$ cat src/rtl/arb_pkg.sv
// Shared encodings and default widths for the two-port round-robin stream arbiter.
package arb_pkg;
    localparam logic PORT1     = 1'b0;
    localparam logic PORT2     = 1'b1;
    localparam int   N_DEF     = 32;
    localparam int   CNT_W_DEF = 16;
endpackage

$ cat src/rtl/mux_param_structural.sv
// Structural N-bit 2:1 mux: one AND-OR cell per bit, sel=0 picks in1.
module mux_param_structural #(
    parameter int N = 32
) (
    input  logic [N-1:0] in1,
    input  logic [N-1:0] in2,
    input  logic         sel,
    output logic [N-1:0] out
);
    for (genvar i = 0; i < N; i++) begin : g_bit
        assign out[i] = (in1[i] & ~sel) | (in2[i] & sel);
    end
endmodule

$ cat src/rtl/rr_arb2_stream.sv
// Two-input round-robin stream arbiter with a one-entry registered output stage
// and per-port accept counters; the grant also drives the data mux select.
module rr_arb2_stream
    import arb_pkg::*;
#(
    parameter int N     = N_DEF,
    parameter int CNT_W = CNT_W_DEF
) (
    input  logic             clk,
    input  logic             rst,
    input  logic             in1_valid,
    input  logic [N-1:0]     in1_data,
    output logic             in1_ready,
    input  logic             in2_valid,
    input  logic [N-1:0]     in2_data,
    output logic             in2_ready,
    output logic             out_valid,
    output logic [N-1:0]     out_data,
    input  logic             out_ready,
    output logic             sel,
    output logic [CNT_W-1:0] cnt1,
    output logic [CNT_W-1:0] cnt2
);
    logic             last, last_nxt;
    logic             grant, load_en, accept;
    logic             out_valid_nxt;
    logic [N-1:0]     out_data_nxt, mux_out;
    logic [CNT_W-1:0] cnt1_nxt, cnt2_nxt;

    mux_param_structural #(.N(N)) u_mux (
        .in1 (in1_data),
        .in2 (in2_data),
        .sel (grant),
        .out (mux_out)
    );

    // With no requester the grant parks on last so sel does not toggle.
    always_comb begin
        grant = last;
        case ({in1_valid, in2_valid})
            2'b10:   grant = PORT1;
            2'b01:   grant = PORT2;
            2'b11:   grant = ~last;
            default: grant = last;
        endcase
    end

    assign sel       = grant;
    assign load_en   = ~out_valid | out_ready;
    // Readies are held low while reset is asserted so no producer sees a phantom accept.
    assign in1_ready = ~rst & load_en & (grant == PORT1);
    assign in2_ready = ~rst & load_en & (grant == PORT2);
    assign accept    = load_en & (grant == PORT1 ? in1_valid : in2_valid);

    always_comb begin
        last_nxt      = last;
        out_valid_nxt = out_valid;
        out_data_nxt  = out_data;
        cnt1_nxt      = cnt1;
        cnt2_nxt      = cnt2;
        if (accept) begin
            out_valid_nxt = 1'b1;
            out_data_nxt  = mux_out;
            last_nxt      = grant;
            if (grant == PORT1) cnt1_nxt = cnt1 + 1'b1;
            else                cnt2_nxt = cnt2 + 1'b1;
        end else if (out_valid && out_ready) begin
            out_valid_nxt = 1'b0;
        end
    end

    always_ff @(posedge clk) begin
        if (rst) begin
            last      <= PORT2;
            out_valid <= 1'b0;
            out_data  <= '0;
            cnt1      <= '0;
            cnt2      <= '0;
        end else begin
            last      <= last_nxt;
            out_valid <= out_valid_nxt;
            out_data  <= out_data_nxt;
            cnt1      <= cnt1_nxt;
            cnt2      <= cnt2_nxt;
        end
    end
endmodule

$ cat config.mk
export PLATFORM = sky130hd
export DESIGN_NAME = rr_arb2_stream
export DESIGN_NICKNAME = d
export VERILOG_FILES = /design/src/rtl/arb_pkg.sv /design/src/rtl/mux_param_structural.sv /design/src/rtl/rr_arb2_stream.sv
export SDC_FILE = /design/constraint.sdc
export NUM_CORES = 1
export LEC_CHECK = 0
export ABC_AREA = 1
export BUFFER_PORTS_ARGS = -buffer_cell sky130_fd_sc_hd__buf_2
export CORE_AREA = 3 3 86 88
export DETAILED_ROUTE_END_ITERATION = 7
export DIE_AREA = 0 0 89 91
export GPL_TIMING_DRIVEN = 0
export PLACE_DENSITY = 0.77
export SLEW_MARGIN = 20
export SYNTH_ARGS = -nofsm -noshare
export SYNTH_HDL_FRONTEND = slang
export SYNTH_SLANG_ARGS = --single-unit
$ cat constraint.sdc
create_clock -name clk -period 2.1 [get_ports clk]
set_clock_uncertainty 0.15 [all_clocks]
set_input_delay 0.105 -clock clk [delete_from_list [all_inputs] [get_ports clk]]
set_output_delay 0.105 -clock clk [all_outputs]
set_load 0.05 [all_outputs]
==> parameters.txt, run 1 <==
Parameter                              Value

Status
  Result of the run    finished, violations left
  Failing checks    setup timing

Routing
  Drt via density    about 5.3
  Drt wl/cell    ~15 um
  Detailed router's first-iteration violation count    between 200 and 250
  Routed wire length on met2    about 5600 um
  Aggregate routed wire length    roughly 12000 um
  Overall via count from detail_route    4170
  Highest routed metal layer    met4
  Number of remaining DRC errors    0
  Detailed-routing iteration count for the pre-antenna-repair pass    5
  Length of routed met3 wiring    around 890 um
  Met1 layer wirelength in the final routing    4380 um
  Post-route ant nets    0

CTS
  Max Root-Sink Buffers    2
  Clock transition at the registers of the reported paths    roughly 80 ps
  TritonCTS clock tree    done
  Number of levels in the clock H-tree    3
  Source-to-sink clock delay at the later pin of the worst-skew pair    340 ps
  TritonCTS sink count    66
  Library cell used as clock root buffer    sky130_fd_sc_hd__clkbuf_8
  Total clock buffers created by CTS    9

Die
  IO Count    137
  Placeable core area    ~6700 um2
  Die area    8100 um2
  Placement row count    30
  Vertical die dimension    91 um
  Die X    89 um
  Effective utilization at floorplan    0.466

Setup path
  R2r startpoint    out_valid$_SDFFE_PP0P_
  Register-to-register setup slack    50 ps
  Critical path origin    in1_valid
  Maximum net fanout on the critical path    7
  Count of cells along the worst register-to-register path    7
  Kind of launch point of the worst setup path    input pin
  Arrival @ worst endpoint    between 2000 and 2500 ps
  Crit path required time    roughly 2200 ps
  Critical setup path kind    in2reg
  Critical-path cell list    dlygate4sd3_1 > buf_2 > inv_1 > nand2_2 > nand2_4 > nor2_4 > buf_8 > nand2_1 > a31oi_1 > dlygate4sd3_1
  Standard cell with the maximum stage delay on the critical path    sky130_fd_sc_hd__dlygate4sd3_1
  Kind of end point of the critical path    flip-flop
  Most frequent CP cell    sky130_fd_sc_hd__dlygate4sd3_1
  Crit path largest cell delay    around 560 ps

Place
  Pre-CTS WS    about 280 ps
  DP Area    just under 4000 um2
  Half-perimeter wire length after detailed placement    6800 um
  IO Port Bufs    135
  Placer's final routability congestion estimate    between 0.8 and 0.9

Synthesis
  Netlist cell types    27
  Cells after synthesis    475
  Syn Std Cell Area    between 3000 and 4000 um2
  Synthesized area per cell    6.60 um2
  Sequential fraction of the synthesis area    0.422
  Area share of the largest cell type after synthesis    0.422
  Largest area contributor in the synthesized netlist    sky130_fd_sc_hd__dfxtp_1
  Synthesis Warnings    0
  Nets in the synthesized netlist    roughly 550
  Leading post-synthesis cells by cell area    sky130_fd_sc_hd__dfxtp_1 (42%), sky130_fd_sc_hd__nand2_1 (21%), sky130_fd_sc_hd__nor2_1 (8.0%)
  Number of flip-flops and latches in the synthesized netlist    66

STA
  Least setup slack across all paths after layout    -14.9 ps
  Post-layout min period    between 2000 and 2500 ps
  Crit share post-route    1.01
  Max Fclk    approximately 470 MHz
  Worst slew margin relative to its limit    0.635
  Total count of hold-check failures in the final report    0
  Final Setup Violations    2
  Number of slew-limit violations in the final report    0
  Worst Max-Slew Pin Slew    about 550 ps
  Unrepaired setup endpoints after global routing    true

Min path
  Cells on Worst Hold Path    4
  Startpoint of the worst hold path    out_ready
  Hold Crit Class    in2reg

Power and ir drop
  Maximum vdd ir drop    between 0.5 and 0.6 mV
  Static Leakage    approximately 2.4 nW
  Total power divided by cell area    approximately 700 nW/um2

Layout
  Net total in the final layout    slightly below 800
  Commonest cells after routing, fill and taps aside    sky130_fd_sc_hd__nand2_1 (174), sky130_fd_sc_hd__buf_2 (138), sky130_fd_sc_hd__nor2_1 (67)
  Final std cell area, no fill    5000 um2
  Area grow syn2layout    59.6%
  Commonest non-fill, non-tap cell in the layout    sky130_fd_sc_hd__nand2_1
  Fraction of final layout cells with drive strength greater than 1    0.270

Global route
  Number of antenna violations at the first check in global routing    1
  Remaining Overflow, GRT    0
  Via count of the first global-routing pass    roughly 3800
  Largest net degree at the start of global routing    13
  Wire length of the first global-routing pass    ~17000 um
  GR Util All Layers    0.264

Flow run
  Max-cap check violation count    0
## cell families (layout without fill, tap and decap cells)
family                     count (synthesis)  after routing  synth area share
buffers and inverters                     63            300            0.0818
adders and majority gates                  2              2           0.00798
other                                      0              1                 0
and+or+nand+nor                          281            281             0.368
xor gates and xnor gates                   3              3           0.00838
AOI/OAI and AO/OA                         60             60             0.113
DFF                                       66             66             0.422
## metrics by stage
step / power (mW) / utilization / hold WS [ps] / instances / setup TNS [ps]
4_1_cts: 3.39 / 0.714 / 61.7 / 773 / 0
5_1_grt: 3.63 / 0.745 / 111 / 793 / -223
2_1_floorplan: 1.89 / - / 112 / 475 / 0
6_report: 3.52 / 0.745 / 85.4 / 793 / -18.2
3_5_place_dp: 2.10 / 0.582 / 222 / 690 / 0
3_3_place_gp: 2.09 / 0.582 / 214 / 690 / 0
## per-layer routing
metal | track usage | vias up
met5 | 0 | -
met4 | 0.130 | 0
met3 | 0.0581 | 60
met2 | 0.436 | 223
met1 | 0.318 | 1896
li1 | - | 1991
## registers in the layout, indices dropped and copies added, names as in the netlist
| name | cells |
|---|---|
| out_data | 32 |
| last | 1 |
| out_valid | 1 |
| cnt1 | 16 |
| cnt2 | 16 |
## cell usage after synthesis (all sizes together)
library cell,count
buf,9
nand4,14
o211ai,1
o21bai,2
o21ai,13
a31oi,33
xor2,3
a21oi,11
and3,1
nand2,178
nand3,15
clkbuf,10
inv,44
ha,2
nor3,3
nor2,70
dfxtp,66
## area by class of cell
class                           count  area [um2]
Fill cell                         469        1720
Multi-Input combinational cell    346        1570
Clock buffer                       10         128
Inverter                           44         165
Tap cell                           80         100
Clock inverter                      6        91.3
Buffer                             19         128
Timing Repair Buffer              221        1500
Antenna cell                        1        2.50
Sequential cell                    66        1320
## repair_timing
item | in CTS | in global routing
setup endpoints to repair | 0 | 15
endpoints found under the hold margin | 33 | 6
hold buffers | 67 | 6
buffers inserted | 0 | 18
resized for setup | 0 | 27
## worst max-delay path, delay by kind of cell
family / cells / cell delay, ps
buffers and inverters: 5 / 1460
and+or+nand+nor: 4 / 550
AOI/OAI and AO/OA: 1 / 140
## power breakdown
| group | switching, mW | internal, mW | total [mW] |
|---|---|---|---|
| Combinational | 0.589 | 0.347 | 0.936 |
| Clock | 0.533 | 0.673 | 1.21 |
| Sequential | 0.0492 | 1.32 | 1.37 |
## path summary, 6_finish.rpt
check / end
max: out_data[4]$_SDFFE_PP0P_
min reg2reg: out_data[1]$_SDFFE_PP0P_
min: last$_SDFFE_PP1P_
max reg2reg: out_data[4]$_SDFFE_PP0P_
(Power assumes the default switching activity.)
==> inputs of run 2 (changes only) <==
ABC_AREA = default   (was 1)
CORE_AREA = 3 3 84 86   (was 3 3 86 88)
DIE_AREA = 0 0 87 89   (was 0 0 89 91)
PLACE_DENSITY = 0.79   (was 0.77)
SLEW_MARGIN = default   (was 20)
==> parameters.txt, run 2 <==
Parameter                              Value

Layout
  Flip-flop count of the largest register, all copies and words added    32
  Post-layout instance count excluding filler cells    approximately 660
  Largest registers    out_data x32, cnt1 x16, cnt2 x16
  Commonest non-fill, non-tap cell in the layout    sky130_fd_sc_hd__buf_2
  Commonest cells after routing, fill and taps aside    sky130_fd_sc_hd__buf_2 (137), sky130_fd_sc_hd__nand2_1 (73), sky130_fd_sc_hd__dlygate4sd3_1 (64)
  Most flops, register    out_data
  Antenna diodes    0
  Net total in the final layout    650
  Area grow syn2layout    55.6%
  Fraction of final layout cells with drive strength greater than 1    0.299
  Layout Utilization    0.727
  Final std cell area, no fill    about 4600 um2

Min path
  End point of the worst hold path    cnt2[2]$_SDFFE_PP0P_
  Cells on Worst Hold Path    4
  Startpoint of the worst hold path    in2_valid
  Hold Crit Class    in2reg

Global route
  Number of antenna violations at the first check in global routing    0
  Via count of the first global-routing pass    around 3600
  Remaining Overflow, GRT    0
  Largest net degree at the start of global routing    17
  Wire length of the first global-routing pass    ~17000 um
  GR Util All Layers    0.277

CTS
  TritonCTS sink count    66
  Source-to-sink clock delay at the later pin of the worst-skew pair    roughly 340 ps
  Total clock buffers created by CTS    9
  TritonCTS clock tree    done
  Number of levels in the clock H-tree    3
  Max Root-Sink Buffers    2
  Library cell used as clock root buffer    sky130_fd_sc_hd__clkbuf_8
  Clock transition at the registers of the reported paths    about 80 ps

Die
  Die X    87 um
  Effective utilization at floorplan    0.467
  Placeable core area    around 6300 um2
  Placement row count    29
  Vertical die dimension    89 um
  Die area    about 7700 um2
  IO Count    between 100 and 150

Place
  Number of placed cells counting well taps    slightly below 600
  Half-perimeter wire length after detailed placement    approximately 6400 um
  IO Port Bufs    134
  Placer's final routability congestion estimate    0.822
  DP Area    around 3800 um2

STA
  Max Fclk    between 500 and 600 MHz
  Unrepaired setup endpoints after global routing    false
  Number of slew-limit violations in the final report    0
  Total count of hold-check failures in the final report    0
  Final Setup Violations    0
  Post-layout min period    1970 ps
  Crit share post-route    0.938
  Worst Max-Slew Pin Slew    between 500 and 600 ps
  Worst slew margin relative to its limit    0.642

Routing
  Detailed-routing iteration count for the pre-antenna-repair pass    4
  Aggregate routed wire length    between 10000 and 15000 um
  Detailed router's first-iteration violation count    about 160
  Overall via count from detail_route    between 3000 and 4000
  Drt wl/cell    roughly 17 um
  Number of remaining DRC errors    0
  Post-route ant nets    0
  Drt via density    roughly 5.7

Synthesis
  Cells after synthesis    366
  Number of synthesized flops with an enable pin    0
  Synthesized area per cell    ~8.1 um2
  Syn Std Cell Area    ~3000 um2
  Area fraction in compound gates after synthesis    0.168
  Primary FF master, synth    sky130_fd_sc_hd__dfxtp_1
  Nets in the synthesized netlist    approximately 440
  Netlist cell types    36
  Synthesis Warnings    0
  Largest area contributor in the synthesized netlist    sky130_fd_sc_hd__dfxtp_1
  Number of flip-flops and latches in the synthesized netlist    66
  Post-Synth Simple-Gate Area    0.299
  Largest family of logic cells by synthesized area    simple AND/OR/NAND/NOR gates
  Synth Area in Adders    0.00843
  Synth cell count leaders    sky130_fd_sc_hd__nand2_1 (74), sky130_fd_sc_hd__dfxtp_1 (66), sky130_fd_sc_hd__nor2_1 (48)
  Leading post-synthesis cells by cell area    sky130_fd_sc_hd__dfxtp_1 (45%), sky130_fd_sc_hd__a311oi_1 (9.4%), sky130_fd_sc_hd__nand2_1 (9.4%)
  Sequential fraction of the synthesis area    0.445
  Multiplexer area fraction after synthesis    0.00675
  XOR/XNOR share of the synthesized area    0.0354
  Area share of the largest cell type after synthesis    0.445
  Most repeated cell in the gate-level netlist after synthesis    sky130_fd_sc_hd__nand2_1
  Async SR Flop Fraction    0

Setup path
  Critical-path cell list    nand2_2 > o21ai_4 > clkbuf_4 > nor3_2 > buf_2
  Crit path required time    around 1900 ps
  Register-to-register setup slack    ~130 ps
  Standard cell with the maximum stage delay on the critical path    sky130_fd_sc_hd__dfxtp_1
  Reg2Reg Capture Point    cnt1[8]$_SDFFE_PP0P_
  Buf+Inv Stages, Crit Path    2
  R2r startpoint    last$_SDFFE_PP1P_
  Gate family responsible for the most delay along the worst path    buffers and inverters
  Maximum net fanout on the critical path    10
  Crit path largest cell delay    460 ps
  Kind of end point of the critical path    output port
  Critical setup path kind    reg2out
  Arrival @ worst endpoint    1720 ps
  Count of cells along the worst register-to-register path    5
  Kind of launch point of the worst setup path    flip-flop

Power and ir drop
  Maximum vdd ir drop    ~0.45 mV
  Total power divided by cell area    just under 700 nW/um2
  Static Leakage    just over 2 nW
  Total power after layout    3.14 mW

Status
  Result of the run    complete, no violations

Flow run
  Max-cap check violation count    0
run 2: layout make-up:
type,count,area (um2)
flip-flops and latches,66,1330
plain buffers,24,106
clock buffers,14,153
multi-input cells,273,1570
fillers,465,1730
repair buffers,203,1350
inverters,2,12.5
well taps,77,96.3
run 2: worst min-delay path, stage by stage:
cell and delay, ps:
sky130_fd_sc_hd__buf_4 150, sky130_fd_sc_hd__nand4_1 110, sky130_fd_sc_hd__xor2_1 70, sky130_fd_sc_hd__nor2_1 70
run 2: timing repair:
action                                  CTS  global route
hold endpoints to repair                 32             0
endpoints found under the setup margin   33            32
setup buffers                             0             5
hold buffers                             64             0
resized for setup                         6            11
run 2: kinds of logic after synthesis:
logic type,count (synthesis)
AOI/OAI and AO/OA,71
xor gates and xnor gates,12
adders and majority gates,2
buffers and inverters,27
DFF,66
muxes,2
and+or+nand+nor,186
run 2: routing by layer:
metal  wire [um]  global-route usage  part of all wire
met1        4250               0.324              0.39
met2        5290               0.469              0.48
met3         981              0.0728             0.090
met4         391               0.142             0.036
met5           0                   0                 0
run 2: worst max-delay path by stage:
stage | startpoint | end | slack, ps | depth (start not counted)
6_report | last$_SDFFE_PP1P_ | in2_ready | 130 | 5
5_1_grt | last$_SDFFE_PP1P_ | cnt1[8]$_SDFFE_PP0P_ | 8 | 5
4_1_cts | last$_SDFFE_PP1P_ | in1_ready | 20 | 5
3_5_place_dp | last$_SDFFE_PP1P_ | in1_ready | -230 | 6
3_3_place_gp | last$_SDFFE_PP1P_ | in1_ready | -200 | 6
2_1_floorplan | last$_SDFFE_PP1P_ | in1_ready | -90 | 5
run 2: where the power goes:
part	switching (mW)	internal [mW]	total, mW
Combinational	0.561	0.286	0.847
Clock	0.460	0.451	0.911
Sequential	0.0547	1.33	1.38
Total	1.08	2.06	3.14
run 2: through the flow:
step | TNS (ps) | hold slack, ps | setup slack (ps)
5_1_grt | 0 | 81.2 | 8.30
3_5_place_dp | -2220 | 225 | -227
2_1_floorplan | -87.7 | 114 | -87.7
3_3_place_gp | -1490 | 218 | -204
4_1_cts | 0 | 41.4 | 20.4
6_report | 0 | 48.9 | 129
==> inputs of run 3 (changes only) <==
CORE_AREA = 3 3 104 106   (was 3 3 84 86)
DIE_AREA = 0 0 107 109   (was 0 0 87 89)
PLACE_DENSITY = default   (was 0.79)
RECOVER_POWER = 25   (was default)
==> parameters.txt, run 3 (synthesis gave the netlist of run 2 again) <==
Parameter                              Value

STA
  Post-layout min period    1940 ps
  Crit share post-route    0.923
  Total count of hold-check failures in the final report    0
  Worst slew margin relative to its limit    0.569
  Unrepaired setup endpoints after global routing    false
  Max Fclk    516 MHz
  Worst Max-Slew Pin Slew    around 650 ps
  Number of slew-limit violations in the final report    0
  Final Setup Violations    0

Min path
  End point of the worst hold path    last$_SDFFE_PP1P_
  Startpoint of the worst hold path    in2_valid
  Cells on Worst Hold Path    3
  Hold Crit Class    in2reg

Die
  IO Count    137
  Vertical die dimension    approximately 110 um
  Effective utilization at floorplan    0.301
  Die area    roughly 12000 um2
  Placement row count    36
  Die X    approximately 110 um
  Placeable core area    around 10000 um2

CTS
  Source-to-sink clock delay at the later pin of the worst-skew pair    340 ps
  Library cell used as clock root buffer    sky130_fd_sc_hd__clkbuf_8
  TritonCTS clock tree    done
  Max Root-Sink Buffers    2
  TritonCTS sink count    between 60 and 70
  Post-CTS setup buffers    0
  Clock transition at the registers of the reported paths    80 ps
  Total clock buffers created by CTS    9
  Number of levels in the clock H-tree    3

Setup path
  Crit path required time    2150 ps
  Register-to-register setup slack    between 150 and 200 ps
  Reg2Reg Capture Point    out_data[9]$_SDFFE_PP0P_
  Maximum net fanout on the critical path    10
  Critical path origin    out_valid$_SDFFE_PP0P_
  Critical setup path kind    reg2reg
  Kind of end point of the critical path    flip-flop
  Arrival @ worst endpoint    between 1500 and 2000 ps
  Count of cells along the worst register-to-register path    5
  R2r startpoint    out_valid$_SDFFE_PP0P_
  Kind of launch point of the worst setup path    flip-flop

Global route
  Remaining Overflow, GRT    0
  Wire length of the first global-routing pass    between 15000 and 20000 um
  GR Util All Layers    0.190
  Via count of the first global-routing pass    between 3000 and 4000
  Largest net degree at the start of global routing    13
  Number of antenna violations at the first check in global routing    0

Routing
  Post-route ant nets    0
  Drt via density    around 5.0
  Detailed router's first-iteration violation count    ~190
  Number of remaining DRC errors    0
  Detailed-routing iteration count for the pre-antenna-repair pass    5
  Overall via count from detail_route    about 3600
  Aggregate routed wire length    between 10000 and 15000 um
  Drt wl/cell    around 15 um

Place
  Placer's final routability congestion estimate    slightly below 0.8
  Half-perimeter wire length after detailed placement    7030 um
  DP Area    between 3000 and 4000 um2
  IO Port Bufs    134

Layout
  Footprint of the flip-flops and latches    about 1300 um2
  Largest registers    out_data x32, cnt1 x16, cnt2 x16
  Commonest cells after routing, fill and taps aside    sky130_fd_sc_hd__buf_2 (107), sky130_fd_sc_hd__nand2_1 (73), sky130_fd_sc_hd__dlygate4sd3_1 (64)
  Fraction of final layout cells with drive strength greater than 1    0.250
  Area grow syn2layout    58.0%
  Net total in the final layout    ~650
  Antenna diodes    0
  Most flops, register    out_data
  Commonest non-fill, non-tap cell in the layout    sky130_fd_sc_hd__buf_2
  Area occupied by multi-input gates    1570 um2
  Final std cell area, no fill    ~4700 um2
  Filler Cell Count    960
  Flip-flop count of the largest register, all copies and words added    32

Power and ir drop
  Total power after layout    between 3 and 4 mW
  Static Leakage    between 1.5 and 2 nW
  Total power divided by cell area    around 730 nW/um2
  Maximum vdd ir drop    between 0.3 and 0.4 mV

Flow run
  Max-cap check violation count    0

Status
  Result of the run    complete, no violations
[run 3: power breakdown]
part	internal [mW]	switching, mW	leakage [nW]
Combinational	0.258	0.551	1.30
Clock	0.703	0.521	0.112
Sequential	1.33	0.0504	0.543
[run 3: worst max-delay path by stage]
stage,end,slack [ps],depth (start not counted)
after floorplan,in1_ready,-90,5
after global placement,in1_ready,-250,6
after detailed placement,out_data[28]$_SDFFE_PP0P_,-280,6
after CTS,in1_ready,30,6
after global routing,out_data[9]$_SDFFE_PP0P_,7,5
final,out_data[9]$_SDFFE_PP0P_,160,5
[run 3: per-layer routing]
layer,GRT usage,vias up,wire length (um)
met1,0.219,1649,4410
met5,0,-,0
met4,0.0795,0,282
li1,-,1743,-
met3,0.0527,22,778
met2,0.330,152,5310
[run 3: area by class of cell]
class / count / area share
plain buffers: 25 / 0.0230
clock buffers: 10 / 0.0294
clock inverters: 6 / 0.0192
inverters: 2 / 0.00214
multi-input cells: 273 / 0.336
flip-flops and latches: 66 / 0.283
well taps: 133 / 0.0355
repair buffers: 198 / 0.272
[run 3: metrics by stage]
step,hold WS (ps),instances,util,setup TNS (ps),setup slack (ps)
2_1_floorplan,114,366,-,-87.7,-87.7
6_report,42.5,713,0.475,0,161
3_3_place_gp,222,633,0.388,-4890,-250
3_5_place_dp,226,633,0.388,-7240,-281
4_1_cts,12.1,713,0.479,0,29.5
5_1_grt,33.6,713,0.475,0,6.53
[run 3: what timing repair did]
item / 4_1_cts / 5_1_grt
gates resized for setup: 10 / 6
endpoints found under the setup margin: 35 / 3
hold buffers: 64 / 0
endpoints found under the hold margin: 32 / 0
[run 3: worst max-delay path, stage by stage, from the launching register on]
cell	delay (ps)
sky130_fd_sc_hd__dfxtp_1	330
sky130_fd_sc_hd__nor2b_1	140
sky130_fd_sc_hd__clkbuf_2	240
sky130_fd_sc_hd__nor2_4	300
sky130_fd_sc_hd__clkbuf_1	460
sky130_fd_sc_hd__a311oi_1	170
